<file path="config.mk">
export PLATFORM = sky130hd
export DESIGN_NAME = io_stream_array_mux
export DESIGN_NICKNAME = d
export VERILOG_FILES = /design/src/rtl/io_stream_array_mux.sv
export SDC_FILE = /design/constraint.sdc
export NUM_CORES = 2
export LEC_CHECK = 0
export ABC_AREA = 0
export BUFFER_PORTS_ARGS = -buffer_cell sky130_fd_sc_hd__buf_2
export CORE_UTILIZATION = 45
export DETAILED_ROUTE_END_ITERATION = 8
export SLEW_MARGIN = 40
export SYNTH_ARGS = -nofsm -noshare
export SYNTH_HDL_FRONTEND = slang
export SYNTH_SLANG_ARGS = --single-unit
</file>
<file path="constraint.sdc">
create_clock -name clk -period 3.6 [get_ports clk]
set_input_delay 0.36 -clock clk [delete_from_list [all_inputs] [get_ports clk]]
set_output_delay 0.36 -clock clk [all_outputs]
set_load 0.1 [all_outputs]
</file>
<file path="src/rtl/io_stream_array_mux.sv">
// io_stream_array_mux: N_RD read channels plus one write channel share one
// single-port array, one access per cycle, under round-robin arbitration.
// Each read channel and the write acknowledge owns a one-entry response slot.
//
// Handshake: a transfer happens on a rising edge where valid && ready. Valid
// never waits for ready. Ready may depend on valid in the same cycle. A slot's
// valid and payload stay stable until the transfer that consumes it.
module io_stream_array_mux #(
    parameter int DATA_W = 8,
    parameter int ADDR_W = 8,
    parameter int DEPTH  = 256,
    parameter int N_RD   = 2
) (
    input  logic                     clk,
    input  logic                     rst,
    input  logic [N_RD*ADDR_W-1:0]   rd_addr,
    input  logic [N_RD-1:0]          rd_addr_valid,
    output logic [N_RD-1:0]          rd_addr_ready,
    output logic [N_RD*DATA_W-1:0]   rd_data,
    output logic [N_RD-1:0]          rd_data_valid,
    input  logic [N_RD-1:0]          rd_data_ready,
    input  logic [ADDR_W-1:0]        wr_addr,
    input  logic                     wr_addr_valid,
    output logic                     wr_addr_ready,
    input  logic [DATA_W-1:0]        wr_data,
    input  logic                     wr_data_valid,
    output logic                     wr_data_ready,
    output logic                     wr_ack_valid,
    input  logic                     wr_ack_ready
);
    localparam int NREQ = N_RD + 1;
    localparam int RR_W = $clog2(NREQ);
    localparam int MI_W = (DEPTH > 1) ? $clog2(DEPTH) : 1;
    localparam logic [ADDR_W:0] DEPTH_L = (ADDR_W + 1)'(DEPTH);

    logic [DATA_W-1:0] mem  [DEPTH];
    logic [DATA_W-1:0] slot [N_RD];
    logic [N_RD-1:0]   slot_v;
    logic              ack_v;
    logic [RR_W-1:0]   rr;
    logic [NREQ-1:0]   elig;
    logic [NREQ-1:0]   grant;
    logic [RR_W-1:0]   gidx;
    logic              gfound;

    // Addresses at or above DEPTH never touch the array.
    function automatic logic in_range(input logic [ADDR_W-1:0] a);
        return {1'b0, a} < DEPTH_L;
    endfunction

    function automatic logic [MI_W-1:0] mem_idx(input logic [ADDR_W-1:0] a);
        return a[MI_W-1:0];
    endfunction

    // A requester may win only if its response slot is free or drains this cycle.
    always_comb begin
        elig = '0;
        if (!rst) begin
            for (int i = 0; i < N_RD; i++) begin
                elig[i] = rd_addr_valid[i] && (!slot_v[i] || rd_data_ready[i]);
            end
            elig[N_RD] = wr_addr_valid && wr_data_valid && (!ack_v || wr_ack_ready);
        end
    end

    // Round-robin scan from rr, wrapping over all NREQ requesters.
    always_comb begin
        int idx;
        idx    = 0;
        grant  = '0;
        gidx   = '0;
        gfound = 1'b0;
        for (int k = 0; k < NREQ; k++) begin
            idx = (int'(rr) + k) % NREQ;
            if (!gfound && elig[idx]) begin
                grant[idx] = 1'b1;
                gidx       = RR_W'(idx);
                gfound     = 1'b1;
            end
        end
    end

    // Pointer moves just past the winner; it holds when nobody is granted.
    always_ff @(posedge clk) begin
        if (rst) begin
            rr <= '0;
        end else if (gfound) begin
            rr <= (int'(gidx) == NREQ - 1) ? '0 : gidx + 1'b1;
        end
    end

    // Array write port; out-of-range writes are dropped. Contents survive reset.
    always_ff @(posedge clk) begin
        if (grant[N_RD] && in_range(wr_addr)) begin
            mem[mem_idx(wr_addr)] <= wr_data;
        end
    end

    // Read response slots: load on grant, clear on drain, otherwise hold.
    always_ff @(posedge clk) begin
        if (rst) begin
            slot_v <= '0;
            for (int i = 0; i < N_RD; i++) begin
                slot[i] <= '0;
            end
        end else begin
            for (int i = 0; i < N_RD; i++) begin
                if (grant[i]) begin
                    slot_v[i] <= 1'b1;
                    slot[i]   <= in_range(rd_addr[i*ADDR_W +: ADDR_W])
                                 ? mem[mem_idx(rd_addr[i*ADDR_W +: ADDR_W])] : '0;
                end else if (rd_data_ready[i]) begin
                    slot_v[i] <= 1'b0;
                end
            end
        end
    end

    // Write acknowledge slot, set for every granted write including dropped ones.
    always_ff @(posedge clk) begin
        if (rst) begin
            ack_v <= 1'b0;
        end else if (grant[N_RD]) begin
            ack_v <= 1'b1;
        end else if (wr_ack_ready) begin
            ack_v <= 1'b0;
        end
    end

    // Pack per-channel slots onto the flat response bus.
    always_comb begin
        rd_data = '0;
        for (int i = 0; i < N_RD; i++) begin
            rd_data[i*DATA_W +: DATA_W] = slot[i];
        end
    end

    assign rd_addr_ready = grant[N_RD-1:0];
    assign wr_addr_ready = grant[N_RD];
    assign wr_data_ready = grant[N_RD];
    assign rd_data_valid = slot_v;
    assign wr_ack_valid  = ack_v;

endmodule

</file>
==> metrics.md <==
| Metric | Value |
|---|---|
| Status | `finished, final reports clean` |
| Setup bufs post-CTS | `0` |
| Worst-path clk slew | `0.06 ns` |
| RSZ-0062 raised after global routing | `yes` |
| Drt first pass iters | `6` |
| Leak pwr | `36.1 nW` |
| Max_slew headroom | `37.0%` |
| Die area | `221000 um^2` |
| Worst path slowest cell | `ha_1` |
| Worst setup SP type | `register` |
| Slew of the pin with the lowest slew margin | `0.942 ns` |
| Layout cells sized above 1 | `31.4%` |
| Dpl ws | `-0.440 ns` |
| Post-Synthesis Cell Area | `~99000 um^2` |
| Post-DR wirelength/cell | `36.1 um` |
| Initial DRC count | `8360` |
| Maximum VDD drop | `approximately 0.00055 V` |
| Worst-path cell chain | `inv_1, ha_1, inv_1, a211oi_1, a32oi_1, o21a_1, o221ai_2, buf_6` |
| Hold/Removal Path Class | `input pin to register` |
| Max-cap violations | `0` |
| Number of CTS-inserted buffers | `216` |
| First-pass GRT wire length | `approximately 460000 um` |
| Synth cell types | `between 80 and 90` |
| Synth top area share | `62.9%` |
| Dominant cell type by area after synthesis | `edfxtp_1` |
| Type of the worst setup path | `register to output port` |
| Final worst slack | `roughly 0.10 ns` |
| Root Driver | `clkbuf_16` |
| Worst setup EP type | `output port` |
| Final Hold Fails | `0` |
| WL final | `324000 um` |
| Initial Util | `around 45%` |
| FMAX | `0.286 GHz` |
| WP buf/inv | `3` |
| Vias/cell | `6.74` |
| Seq/Total Area, Yosys | `63.0%` |
| Crit path top cell by count | `inv_1` |
| Clock Path Buffers | `3` |
| DRC errors left | `0` |
| Post-DP Area | `105000 um^2` |
| Die Wd | `470 um` |
| Minimum clock period | `3.50 ns` |
| Port-buffer cells | `63` |
| Tot GR Track Use | `~29%` |
| CTS tree | `built` |
| Core area | `approximately 220000 um^2` |
| Vias after detailed routing | `60400` |
| Worst Clk Skew | `~0.042 ns` |
| Boundary Pins | `between 60 and 70` |
| CP top delay family | `compound AO/OA/AOI/OAI gates` |
| Post-DP HPWL | `221000 um` |
| Top-count cell post-synth | `edfxtp_1` |
| Endpoints failing setup | `0` |
| DRT antenna net count | `0` |
| Crit share post-route | `97.1%` |
| Cells after Synth | `5574` |
| WP data arrival | `3.14 ns` |
| Die height | `470 um` |
| Clock sinks | `between 2000 and 2500` |
| Pin count of the biggest net entering global routing | `103` |
| Vias in the first global route | `59700` |
| Design Area, Final | `112000 um^2` |
| Critical path data required time | `around 3.2 ns` |
| GRT overflow | `0` |
| FP Rows | `171` |
| Ys async rst share | `0%` |
| Layout net count | `5966` |
| Net Count, Synth | `roughly 5600` |
| Power Density | `480 nW/um^2` |
| Fin. max-slew vios | `0` |
| Post-synth top cells | `edfxtp_1 (2064), mux4_2 (745), mux2i_1 (485)` |
| H-tree depth | `4` |
| Synth Flop Type | `edfxtp_1` |
| Area delta synth->final | `13.8%` |
| CP max FO | `10` |
| Initial antenna violation count | `18` |
| Max incr delay on CP | `0.46 ns` |
| Synth warn | `0` |
| Skew-Pair Late Insertion Delay | `0.89 ns` |
| GP Congestion | `around 0.95` |
| Avg Cell Area, Syn | `between 15 and 20 um^2` |
| Synthesized flop and latch total | `2069` |
| Synth area leaders | `edfxtp_1 (63%), mux4_2 (17%), mux2i_1 (4.9%)` |
| Post-synth EDFFs | `approximately 2100` |
[placed cells by master (no fill, tap or decap), types with 58 or more instances in the layout]
master     count
nor2_1       160
nand2_1      187
buf_4        416
buf_12        99
clkbuf_16    218
a211oi_1     110
mux2_2        82
o22ai_1      183
nor3_1        68
nor2_2       149
o221ai_1     147
clkinv_1      58
mux2i_1      485
edfxtp_1    2064
mux4_2       745
a21oi_1      145
[metrics by stage]
step / hold slack, ns / std cells / util (%) / total power [W] / TNS (ns)
5_1_grt: 0.0699 / 8963 / 51.6 / 0.0550 / -0.135
3_3_place_gp: 0.592 / 8541 / 48.1 / 0.0323 / -4.26
6_report: 0.0809 / 8967 / 51.6 / 0.0539 / 0
2_1_floorplan: 0.459 / 5574 / - / 0.0301 / 0
4_1_cts: 0.0190 / 8951 / 51.4 / 0.0540 / 0
3_5_place_dp: 0.594 / 8545 / 48.3 / 0.0323 / -2.36
[power breakdown]
part / switching, W / leakage (nW) / internal [W]
registers: 0.000104 / 18.6 / 0.0265
clock network: 0.00965 / 3.31 / 0.0123
logic: 0.00339 / 14.2 / 0.00188
[layer usage]
metal	global-route usage (%)	vias to the layer above	wire length, um
li1	-	24400	-
met1	39.6	31900	125000
met2	44.8	3500	150000
met3	5.84	619	31400
met4	13.6	10	16900
met5	0	-	65
[cells by family after synthesis]
family	after synthesis	share of synthesized area (%)
flip-flops	2069	63.0
multiplexers	1335	23.5
AO/OA/AOI/OAI	893	6.50
AND/OR/NAND/NOR	796	3.76
buffers and inverters	475	3.24
adder cells (fa/ha/maj)	6	0.0711
[final timing paths]
check        cells past startpoint  slack (ns)  startpoint                to
max                              8        0.10       rr[0]  rd_addr_ready[1]
min                              1        0.08  wr_data[7]        mem[17][7]
max reg2reg                     10        0.15       rr[0]       mem[185][4]
min reg2reg                      3        0.65       rr[1]             rr[1]
[area by class of cell]
cell class              count  area, um^2
diodes                     12        30.0
inverters                  13        53.8
clock buffers             272        5660
flip-flops and latches   2069       62100
fillers                 17500      105000
clock inverters           126        1140
multi-input cells        3030       33900
repair buffers            591        5790
well taps                2854        3570
[what timing repair did]
item / in CTS / in global routing
gates cloned: 0 / 0
hold buffers: 8 / 2
resized for setup: 2 / 22
setup endpoints to repair: 2 / 454
endpoints found under the hold margin: 77 / 46
[sequential cells by signal, indices dropped and copies added, names as in the netlist]
| name | flops |
|---|---|
| slot | 16 |
| rd_data_valid | 2 |
| wr_ack_valid | 1 |
| mem | 2048 |
| rr | 2 |
No activity file was read; power rests on OpenSTA's default activity.
